### config.mk
export PLATFORM = sky130hd
export DESIGN_NAME = otter_io_timer
export DESIGN_NICKNAME = d
export VERILOG_FILES = /design/src/rtl/otter_tmr_pkg.sv /design/src/rtl/otter_tmr_prescaler.sv /design/src/rtl/otter_io_timer.sv
export SDC_FILE = /design/constraint.sdc
export NUM_CORES = 1
export LEC_CHECK = 0
export CELL_PAD_IN_SITES_DETAIL_PLACEMENT = 1
export CELL_PAD_IN_SITES_GLOBAL_PLACEMENT = 2
export CORE_MARGIN = 5
export CORE_UTILIZATION = 35
export DETAILED_ROUTE_END_ITERATION = 10
export PLACE_DENSITY = 0.85
export SLEW_MARGIN = 20
export SYNTH_ARGS = -nofsm -noshare
export SYNTH_HDL_FRONTEND = slang
export SYNTH_SLANG_ARGS = --single-unit
### constraint.sdc
create_clock -name CLK -period 3.7 [get_ports CLK]
set_input_delay 0.74 -clock CLK [delete_from_list [all_inputs] [get_ports CLK]]
set_output_delay 0.74 -clock CLK [all_outputs]
set_load 0.05 [all_outputs]
### src/rtl/otter_tmr_pkg.sv
// Shared definitions for the OTTER IOBUS timer: register offsets, CTRL/STATUS bit positions and FSM states.
package otter_tmr_pkg;

  // Byte offsets inside the 32-byte register window; bits [4:2] select the register.
  localparam logic [4:0] OFF_CTRL    = 5'h00;
  localparam logic [4:0] OFF_TC      = 5'h04;
  localparam logic [4:0] OFF_COUNT   = 5'h08;
  localparam logic [4:0] OFF_STATUS  = 5'h0C;
  localparam logic [4:0] OFF_CAPTURE = 5'h10;

  localparam int CTRL_EN        = 0;
  localparam int CTRL_IE        = 1;
  localparam int CTRL_ONESHOT   = 2;
  localparam int CTRL_PS_LSB    = 8;
  localparam int CTRL_PS_MSB    = 15;
  localparam int STATUS_TC_FLAG = 0;
  localparam int STATUS_RUNNING = 1;

  typedef enum logic [1:0] {
    IDLE = 2'd0,
    RUN  = 2'd1,
    DONE = 2'd2
  } tmr_state_e;

endpackage

### src/rtl/otter_tmr_prescaler.sv
// Prescale counter: counts 0..prescale while enabled and emits a one-cycle tick when it reaches prescale.
module otter_tmr_prescaler (
  input  logic       clk,
  input  logic       rst,
  input  logic       clear,
  input  logic       enable,
  input  logic [7:0] prescale,
  output logic       tick
);

  logic [7:0] cnt;

  assign tick = enable & (cnt == prescale);

  always_ff @(posedge clk) begin
    if (rst || clear || !enable) begin
      cnt <= '0;
    end else if (tick) begin
      cnt <= '0;
    end else begin
      cnt <= cnt + 8'd1;
    end
  end

endmodule

### src/rtl/otter_io_timer.sv
// Memory-mapped IOBUS timer with prescaler, terminal count, one-shot mode and level interrupt.
// Optional count-capture input is enabled by defining OTTER_TMR_CAPTURE_EN.
module otter_io_timer
  import otter_tmr_pkg::*;
#(
  parameter logic [31:0] BASE_ADDR = 32'h1120_0000
) (
  input  logic        CLK,
  input  logic        RST,
  input  logic [31:0] IOBUS_ADDR,
  input  logic [31:0] IOBUS_OUT,
  input  logic        IOBUS_WR,
  output logic [31:0] IOBUS_IN,
  output logic        INTR
`ifdef OTTER_TMR_CAPTURE_EN
  ,
  input  logic        CAPT
`endif
);

  tmr_state_e  state, state_nxt;
  logic        ie, ie_nxt;
  logic        oneshot, oneshot_nxt;
  logic [7:0]  prescale, prescale_nxt;
  logic [31:0] tc, tc_nxt;
  logic [31:0] count, count_nxt;
  logic        tc_flag, tc_flag_nxt;
  logic        run_entry;
  logic        tick;
  logic        terminal;
  logic        hit, wr_hit;
  logic [2:0]  sel;
  logic [31:0] rd_data;
  logic [31:0] capture;
  logic        unused_addr_bits;

  assign hit              = (IOBUS_ADDR[31:5] == BASE_ADDR[31:5]);
  assign sel              = IOBUS_ADDR[4:2];
  assign wr_hit           = IOBUS_WR & hit;
  assign terminal         = tick & (count >= tc);
  assign unused_addr_bits = ^IOBUS_ADDR[1:0];

  otter_tmr_prescaler u_prescaler (
    .clk      (CLK),
    .rst      (RST),
    .clear    (run_entry),
    .enable   (state == RUN),
    .prescale (prescale),
    .tick     (tick)
  );

  // Next-state and register-update logic; a tick always uses the pre-write TC and ONESHOT.
  always_comb begin
    state_nxt    = state;
    ie_nxt       = ie;
    oneshot_nxt  = oneshot;
    prescale_nxt = prescale;
    tc_nxt       = tc;
    count_nxt    = count;
    tc_flag_nxt  = tc_flag;
    run_entry    = 1'b0;

    if (wr_hit && sel == OFF_CTRL[4:2]) begin
      ie_nxt       = IOBUS_OUT[CTRL_IE];
      oneshot_nxt  = IOBUS_OUT[CTRL_ONESHOT];
      prescale_nxt = IOBUS_OUT[CTRL_PS_MSB:CTRL_PS_LSB];
      if (IOBUS_OUT[CTRL_EN] && state != RUN) begin
        state_nxt = RUN;
        run_entry = 1'b1;
      end else if (!IOBUS_OUT[CTRL_EN] && state == RUN) begin
        state_nxt = IDLE;
      end
    end
    if (wr_hit && sel == OFF_TC[4:2]) begin
      tc_nxt = IOBUS_OUT;
    end
    if (wr_hit && sel == OFF_STATUS[4:2] && IOBUS_OUT[STATUS_TC_FLAG]) begin
      tc_flag_nxt = 1'b0;
    end

    if (terminal) begin
      count_nxt   = '0;
      tc_flag_nxt = 1'b1;
      if (oneshot && state_nxt == RUN) begin
        state_nxt = DONE;
      end
    end else if (tick) begin
      count_nxt = count + 32'd1;
    end
    if (run_entry) begin
      count_nxt = '0;
    end
  end

  always_comb begin
    rd_data = '0;
    case (sel)
      OFF_CTRL[4:2]:    rd_data = {16'b0, prescale, 5'b0, oneshot, ie, (state == RUN)};
      OFF_TC[4:2]:      rd_data = tc;
      OFF_COUNT[4:2]:   rd_data = count;
      OFF_STATUS[4:2]:  rd_data = {30'b0, (state == RUN), tc_flag};
      OFF_CAPTURE[4:2]: rd_data = capture;
      default:          rd_data = '0;
    endcase
  end

  always_ff @(posedge CLK) begin
    if (RST) begin
      state    <= IDLE;
      ie       <= 1'b0;
      oneshot  <= 1'b0;
      prescale <= '0;
      tc       <= '0;
      count    <= '0;
      tc_flag  <= 1'b0;
      IOBUS_IN <= '0;
      INTR     <= 1'b0;
    end else begin
      state    <= state_nxt;
      ie       <= ie_nxt;
      oneshot  <= oneshot_nxt;
      prescale <= prescale_nxt;
      tc       <= tc_nxt;
      count    <= count_nxt;
      tc_flag  <= tc_flag_nxt;
      IOBUS_IN <= hit ? rd_data : 32'd0;
      // Registered from next-state values so INTR rises and falls together with TC_FLAG.
      INTR     <= tc_flag_nxt & ie_nxt;
    end
  end

`ifdef OTTER_TMR_CAPTURE_EN
  logic [1:0] capt_sync;
  logic       capt_prev;

  // Two-flop synchronizer plus edge detector; capture takes COUNT before any same-edge update.
  always_ff @(posedge CLK) begin
    if (RST) begin
      capt_sync <= '0;
      capt_prev <= 1'b0;
      capture   <= '0;
    end else begin
      capt_sync <= {capt_sync[0], CAPT};
      capt_prev <= capt_sync[1];
      if (capt_sync[1] && !capt_prev) begin
        capture <= count;
      end
    end
  end
`else
  assign capture = '0;
`endif

endmodule

==> impl_metrics.py, run 1 <==
metrics = {
    "final_layout": {
        "final_core_util": 0.461,
        "fillCellCount": 1900,
        "layout.nets": 841,
        "antenna_cells": 0,
        "syn2layout_area_growth_pct": 30.5,
        "drive_gt1_frac": 0.0984,
    },
    "worst_setup_path": {
        "cp-start-kind": "flop",
        "end_kind": "flop",
        "worstReg2RegStart": "tc[31]",
        "arrival_ps": 3220,
        "crit_type": "flop to flop",
        "required_ps": 3970,
        "path_max_fanout": 31,
        "crit_start": "tc[31]",
    },
    "power": {
        "pwr-share-seq": 0.419,
        "leakage_nw": 2.72,
        "p_per_area_nw_per_um2": 400,
        "pwr-share-comb": 0.040,
        "sw_frac_of_total": 0.205,
        "switchingPower_mw": 0.621,
        "vdd_drop_max_uv": 320,
        "p_int_mw": 2.41,
        "power_frac_clock": 0.541,
    },
    "floorplan": {
        "coreArea_sq_um": 16500,
        "io_pins": 100,
        "die-area_sq_um": 19300,
        "die_y_microns": 139,
        "row_count": 47,
        "start_util": 0.353,
        "die_w_microns": 139,
    },
    "detailed_routing": {
        "drc": 0,
        "ant_nets": 0,
        "vias": 4870,
        "wl_per_cell_microns": 17.0,
        "drtIter0Drc": 129,
        "drt_first_pass_iters": 4,
        "via_per_inst": 5.01,
        "wl_microns": 16500,
    },
    "global_routing": {
        "grt_start_max_net_pins": 33,
        "grt_use_total": 0.177,
        "grt_pass1_wl_microns": 27600,
        "antenna_found_initial": 0,
        "grt_overflow": 0,
        "grt_pass1_vias": 5428,
    },
    "sta": {
        "fin_crit_sh": 0.795,
        "hold_viol_final": 0,
        "rsz0062_at_grt": "no",
        "timing.fmax_mhz": 340,
        "worst_slew_pin_slew_ps": 855,
        "finClkSkew_ps": 11.3,
        "max-slew-margin-rel": 0.430,
        "fin_crit_ps": 2940,
        "setup_violations": 0,
        "drv_slew": 0,
        "tns_ps": 0,
    },
    "synthesis": {
        "avgSynthCellArea_sq_um": 9.04,
        "seq_area_frac_synth": 0.406,
        "ys_ff_latch": 118,
        "syn-num-nets": 745,
        "synth_cells": 644,
        "ys_async_sr_fraction": 0,
        "synth_area_sq_um": 5820,
        "synth_edf_count": 0,
        "yosys_warnings": 0,
        "synthFlopType": "dfxtp_1",
        "ys_types": 57,
    },
    "cts": {
        "cts_setup_buffers": 0,
        "path_clk_slew_ps": 50,
        "htree_levels": 4,
        "cts_made_buffers": 17,
        "cts_root_buf": "clkbuf_16",
        "cts_tree": "done",
        "clk_latency_ps": 420,
        "cts.path.max_buffers": 2,
        "cts_resized": 0,
        "postCtsHoldBufs": 0,
        "clock-sinks": 118,
    },
    "place": {
        "dp_hpwl_microns": 12000,
        "routabilityCongestion": 0.772,
        "port_buffers": 97,
    },
    "outcome": {
        "status": "completed",
    },
    "hold_path": {
        "min_from": "state[0]",
        "hold_path.class": "flop to flop",
    },
    "job": {
        "maxCapViolations": 0,
    },
}
==> Yosys cell counts, drive strengths merged, types with 2 or more instances <==
library cell	number	area (sq um)
nor2b	2	12.5
mux2i	54	541
and4	3	26.3
dfxtp	118	2360
buf	13	96.3
inv	43	161
and3	4	25.0
nor2	139	532
nand3	18	95.1
nor3	12	110
nor4	16	176
ha	34	425
xnor2	36	315
a21oi	27	139
nor4b	2	17.5
o21ai	7	35.0
nand2b	4	32.5
or3	2	12.5
or4b	2	23.8
nand4	12	96.3
nand2	24	90.1
clkbuf	18	67.6
xor2	8	70.1
and2	3	18.8
o21a	2	15.0
a22oi	22	165
or4	3	22.5
==> per-layer routing <==
metal,vias to the layer above,track usage,share of wire
met2,75,0.326,0.52
met4,0,0.0510,0.013
met5,-,0,0
met3,18,0.0472,0.033
li1,2399,-,-
met1,2378,0.201,0.43
==> placed cells by master, fill, tap and decap left out, types with 3 or more instances in the layout <==
cell type and count:
o21ai_0 7, nand2_1 24, or4_1 3, nor4_2 5, nor2_1 135, nor4_1 8, clkdlybuf4s50_1 96, inv_1 43
a21oi_1 26, dfxtp_1 118, nand4_1 10, xnor2_1 36, nor4_4 3, buf_4 10, mux2i_1 54, nor2_2 4
nor3_2 10, and4_1 3, and3_1 3, xor2_1 8, clkbuf_8 5, ha_1 34, nand3_1 17, clkbuf_16 17
nand2b_1 3, a22oi_1 22, clkinv_2 4
==> final cells by class <==
type / count / area, sq um / area share
Clock inverter: 8 / 96.3 / 0.0127
Inverter: 43 / 161 / 0.0213
Clock buffer: 23 / 498 / 0.0656
Timing Repair Buffer: 108 / 1060 / 0.140
Sequential cell: 118 / 2360 / 0.311
Tap cell: 220 / 275 / 0.0363
Multi-Input combinational cell: 452 / 3140 / 0.413
==> worst max-delay path: stages, from the launching register on <==
cell and delay (ps):
dfxtp_1 370, inv_1 60, ha_1 310, nand4_1 180
nor4_1 630, nand4_1 240, a21oi_2 270, a211o_2 600
nor2_1 130
==> flip-flops by register name, summed over array words and instances (netlist names), 2 cells and up <==
name / flops
u_prescaler.cnt: 8
tc: 32
IOBUS_IN: 32
prescale: 8
state: 2
count: 32
==> cells by family (layout without fill, tap and decap cells) <==
family,count (synthesis),after routing,share of synthesized area
buffers and inverters,74,182,0.0559
flip-flops,118,118,0.406
multiplexers,54,54,0.0929
XOR/XNOR,44,44,0.0662
adder cells (fa/ha/maj),34,34,0.0731
AO/OA/AOI/OAI,70,70,0.0789
AND/OR/NAND/NOR,250,250,0.227
==> through the flow <==
step           power (mW)  setup WS (ps)  instances  cell area (sq um)  hold WS, ps
2_1_floorplan        1.33           1250        644               5820          460
3_3_place_gp         1.41            716        941               7000          481
3_5_place_dp         1.42            585        941               7000          509
4_1_cts              3.07            740        972               7590          513
5_1_grt              3.15            523        972               7590          541
6_report             3.03            757        972               7590          507
==> final timing paths <==
| kind | to | cells past startpoint | slack, ps |
|---|---|---|---|
| worst min register to register | state[0] | 2 | 510 |
| worst max register to register | count[25] | 8 | 760 |
| worst max-delay path | count[25] | 8 | 760 |
| worst min-delay path | state[0] | 2 | 510 |
==> power by group through the flow <==
stage               clock (mW)  combinational [mW]  sequential (mW)
floorplan                    0              0.0337             1.30
global placement             0               0.116             1.30
detailed placement           0               0.119             1.30
CTS                       1.68               0.120             1.27
global route              1.75               0.126             1.27
finish                    1.64               0.120             1.27
No activity file was read; power rests on OpenSTA's default activity.
==> run 2, diff against run 1 <==
--- a/config.mk
+++ b/config.mk
@@ -8,9 +8,9 @@
 export CELL_PAD_IN_SITES_DETAIL_PLACEMENT = 1
 export CELL_PAD_IN_SITES_GLOBAL_PLACEMENT = 2
 export CORE_MARGIN = 5
-export CORE_UTILIZATION = 35
+export CORE_UTILIZATION = 32
 export DETAILED_ROUTE_END_ITERATION = 10
-export PLACE_DENSITY = 0.85
+export PLACE_DENSITY = 0.78
 export SLEW_MARGIN = 20
 export SYNTH_ARGS = -nofsm -noshare
 export SYNTH_HDL_FRONTEND = slang
==> constraint.sdc (replaced) <==
create_clock -name CLK -period 2.95 [get_ports CLK]
set_input_delay 0.59 -clock CLK [delete_from_list [all_inputs] [get_ports CLK]]
set_output_delay 0.59 -clock CLK [all_outputs]
set_load 0.05 [all_outputs]
==> impl_metrics.py, run 2 (synthesis results as in run 1) <==
metrics = {
    "power": {
        "p_int_mw": 3.29,
        "sw_frac_of_total": 0.194,
        "p_per_area_nw_per_um2": 524,
        "vdd_drop_max_uv": 436,
        "power_frac_clock": 0.571,
        "switchingPower_mw": 0.792,
        "totalPowerFinal_mw": 4.08,
        "pwr-share-comb": 0.037,
        "leakage_nw": 2.82,
        "pwr-share-seq": 0.391,
    },
    "cts": {
        "cts_resized": 0,
        "clock-sinks": 118,
        "clk_latency_ps": 420,
        "cts_setup_buffers": 0,
        "cts_made_buffers": 17,
        "cts_tree": "done",
        "cts.path.max_buffers": 2,
        "postCtsHoldBufs": 0,
        "htree_levels": 4,
        "path_clk_slew_ps": 60,
        "cts_root_buf": "clkbuf_16",
    },
    "global_routing": {
        "grt_use_total": 0.170,
        "grt_start_max_net_pins": 33,
        "grt_pass1_vias": 5455,
        "grt_pass1_wl_microns": 28000,
        "grt_overflow": 0,
        "antenna_found_initial": 0,
    },
    "final_layout": {
        "fillCellCount": 2064,
        "final_common_cell": "nor2_1",
        "drive_gt1_frac": 0.113,
        "final_cell_mix": "nor2_1, dfxtp_1, clkdlybuf4s50_1",
        "layout.cells.non_filler": 997,
        "syn2layout_area_growth_pct": 33.8,
        "antenna_cells": 0,
        "largestRegisters": "IOBUS_IN (32), count (32), tc (32)",
        "layout.nets": 856,
    },
    "detailed_routing": {
        "drtIter0Drc": 209,
        "ant_nets": 0,
        "drt_first_pass_iters": 5,
        "wl_per_cell_microns": 16.7,
        "drc": 0,
        "wl_microns": 16600,
        "via_per_inst": 4.93,
        "vias": 4919,
    },
    "floorplan": {
        "start_util": 0.324,
        "io_pins": 100,
        "die_y_microns": 145,
        "die-area_sq_um": 21000,
        "row_count": 49,
        "coreArea_sq_um": 18000,
        "die_w_microns": 145,
    },
    "sta": {
        "drv_slew": 0,
        "fin_crit_sh": 0.908,
        "tns_ps": 0,
        "timing.fmax_mhz": 373,
        "rsz0062_at_grt": "no",
        "worst_slew_pin_slew_ps": 567,
        "fin_crit_ps": 2680,
        "finClkSkew_ps": 8.88,
        "setup_violations": 0,
        "hold_viol_final": 0,
        "max-slew-margin-rel": 0.612,
    },
    "worst_setup_path": {
        "path_max_fanout": 9,
        "required_ps": 3260,
        "cp-start-kind": "flop",
        "crit_type": "flop to flop",
        "end_kind": "flop",
        "arrival_ps": 2990,
    },
    "hold_path": {
        "hold_path.class": "flop to flop",
    },
    "place": {
        "port_buffers": 97,
        "dp_hpwl_microns": 12200,
        "place_inst": 965,
        "routabilityCongestion": 0.773,
    },
    "outcome": {
        "status": "completed",
    },
    "job": {
        "maxCapViolations": 0,
    },
}
## run 2: per-stage QoR
step	utilization	setup slack, ps	hold WS, ps	cell area (sq um)
floorplan	-	652	460	5820
global placement	0.397	245	481	7130
detailed placement	0.397	127	508	7130
CTS	0.434	252	516	7790
global route	0.434	101	537	7790
finish	0.434	270	510	7790
## run 2: final timing paths
kind / slack [ps] / endpoint / depth (start not counted) / from
worst max-delay path: 270 / count[26] / 9 / tc[14]
worst min register to register: 510 / state[0] / 2 / state[0]
worst min-delay path: 510 / state[0] / 2 / state[0]
worst max register to register: 270 / count[26] / 9 / tc[14]
## run 2: cell type report
cell class | instances | area [sq um] | share of cell area
Multi-Input combinational cell | 452 | 3140 | 0.403
Sequential cell | 118 | 2360 | 0.303
Timing Repair Buffer | 123 | 1190 | 0.152
Clock buffer | 22 | 454 | 0.0583
Tap cell | 229 | 287 | 0.0368
Clock inverter | 10 | 200 | 0.0257
Inverter | 43 | 161 | 0.0207
## run 2: worst max-delay path: stages (launching register included)
cell	delay [ps]
dfxtp_1	400
inv_1	60
ha_1	300
nand4_1	190
or4_1	550
o32a_1	310
a21oi_2	280
a211o_2	220
buf_4	180
nor2_1	70
## run 2: power groups by stage
stage | logic [mW] | registers [mW] | clock network, mW
6_report | 0.153 | 1.59 | 2.33
5_1_grt | 0.164 | 1.59 | 2.46
4_1_cts | 0.155 | 1.59 | 2.38
3_5_place_dp | 0.154 | 1.63 | 0
3_3_place_gp | 0.151 | 1.63 | 0
2_1_floorplan | 0.0422 | 1.63 | 0
## run 2: per-layer routing
layer | up-vias | global-route usage | share of wire
met5 | - | 0 | 0
met2 | 84 | 0.305 | 0.52
met4 | 0 | 0.0535 | 0.017
li1 | 2431 | - | -
met1 | 2378 | 0.199 | 0.42
met3 | 26 | 0.0421 | 0.037
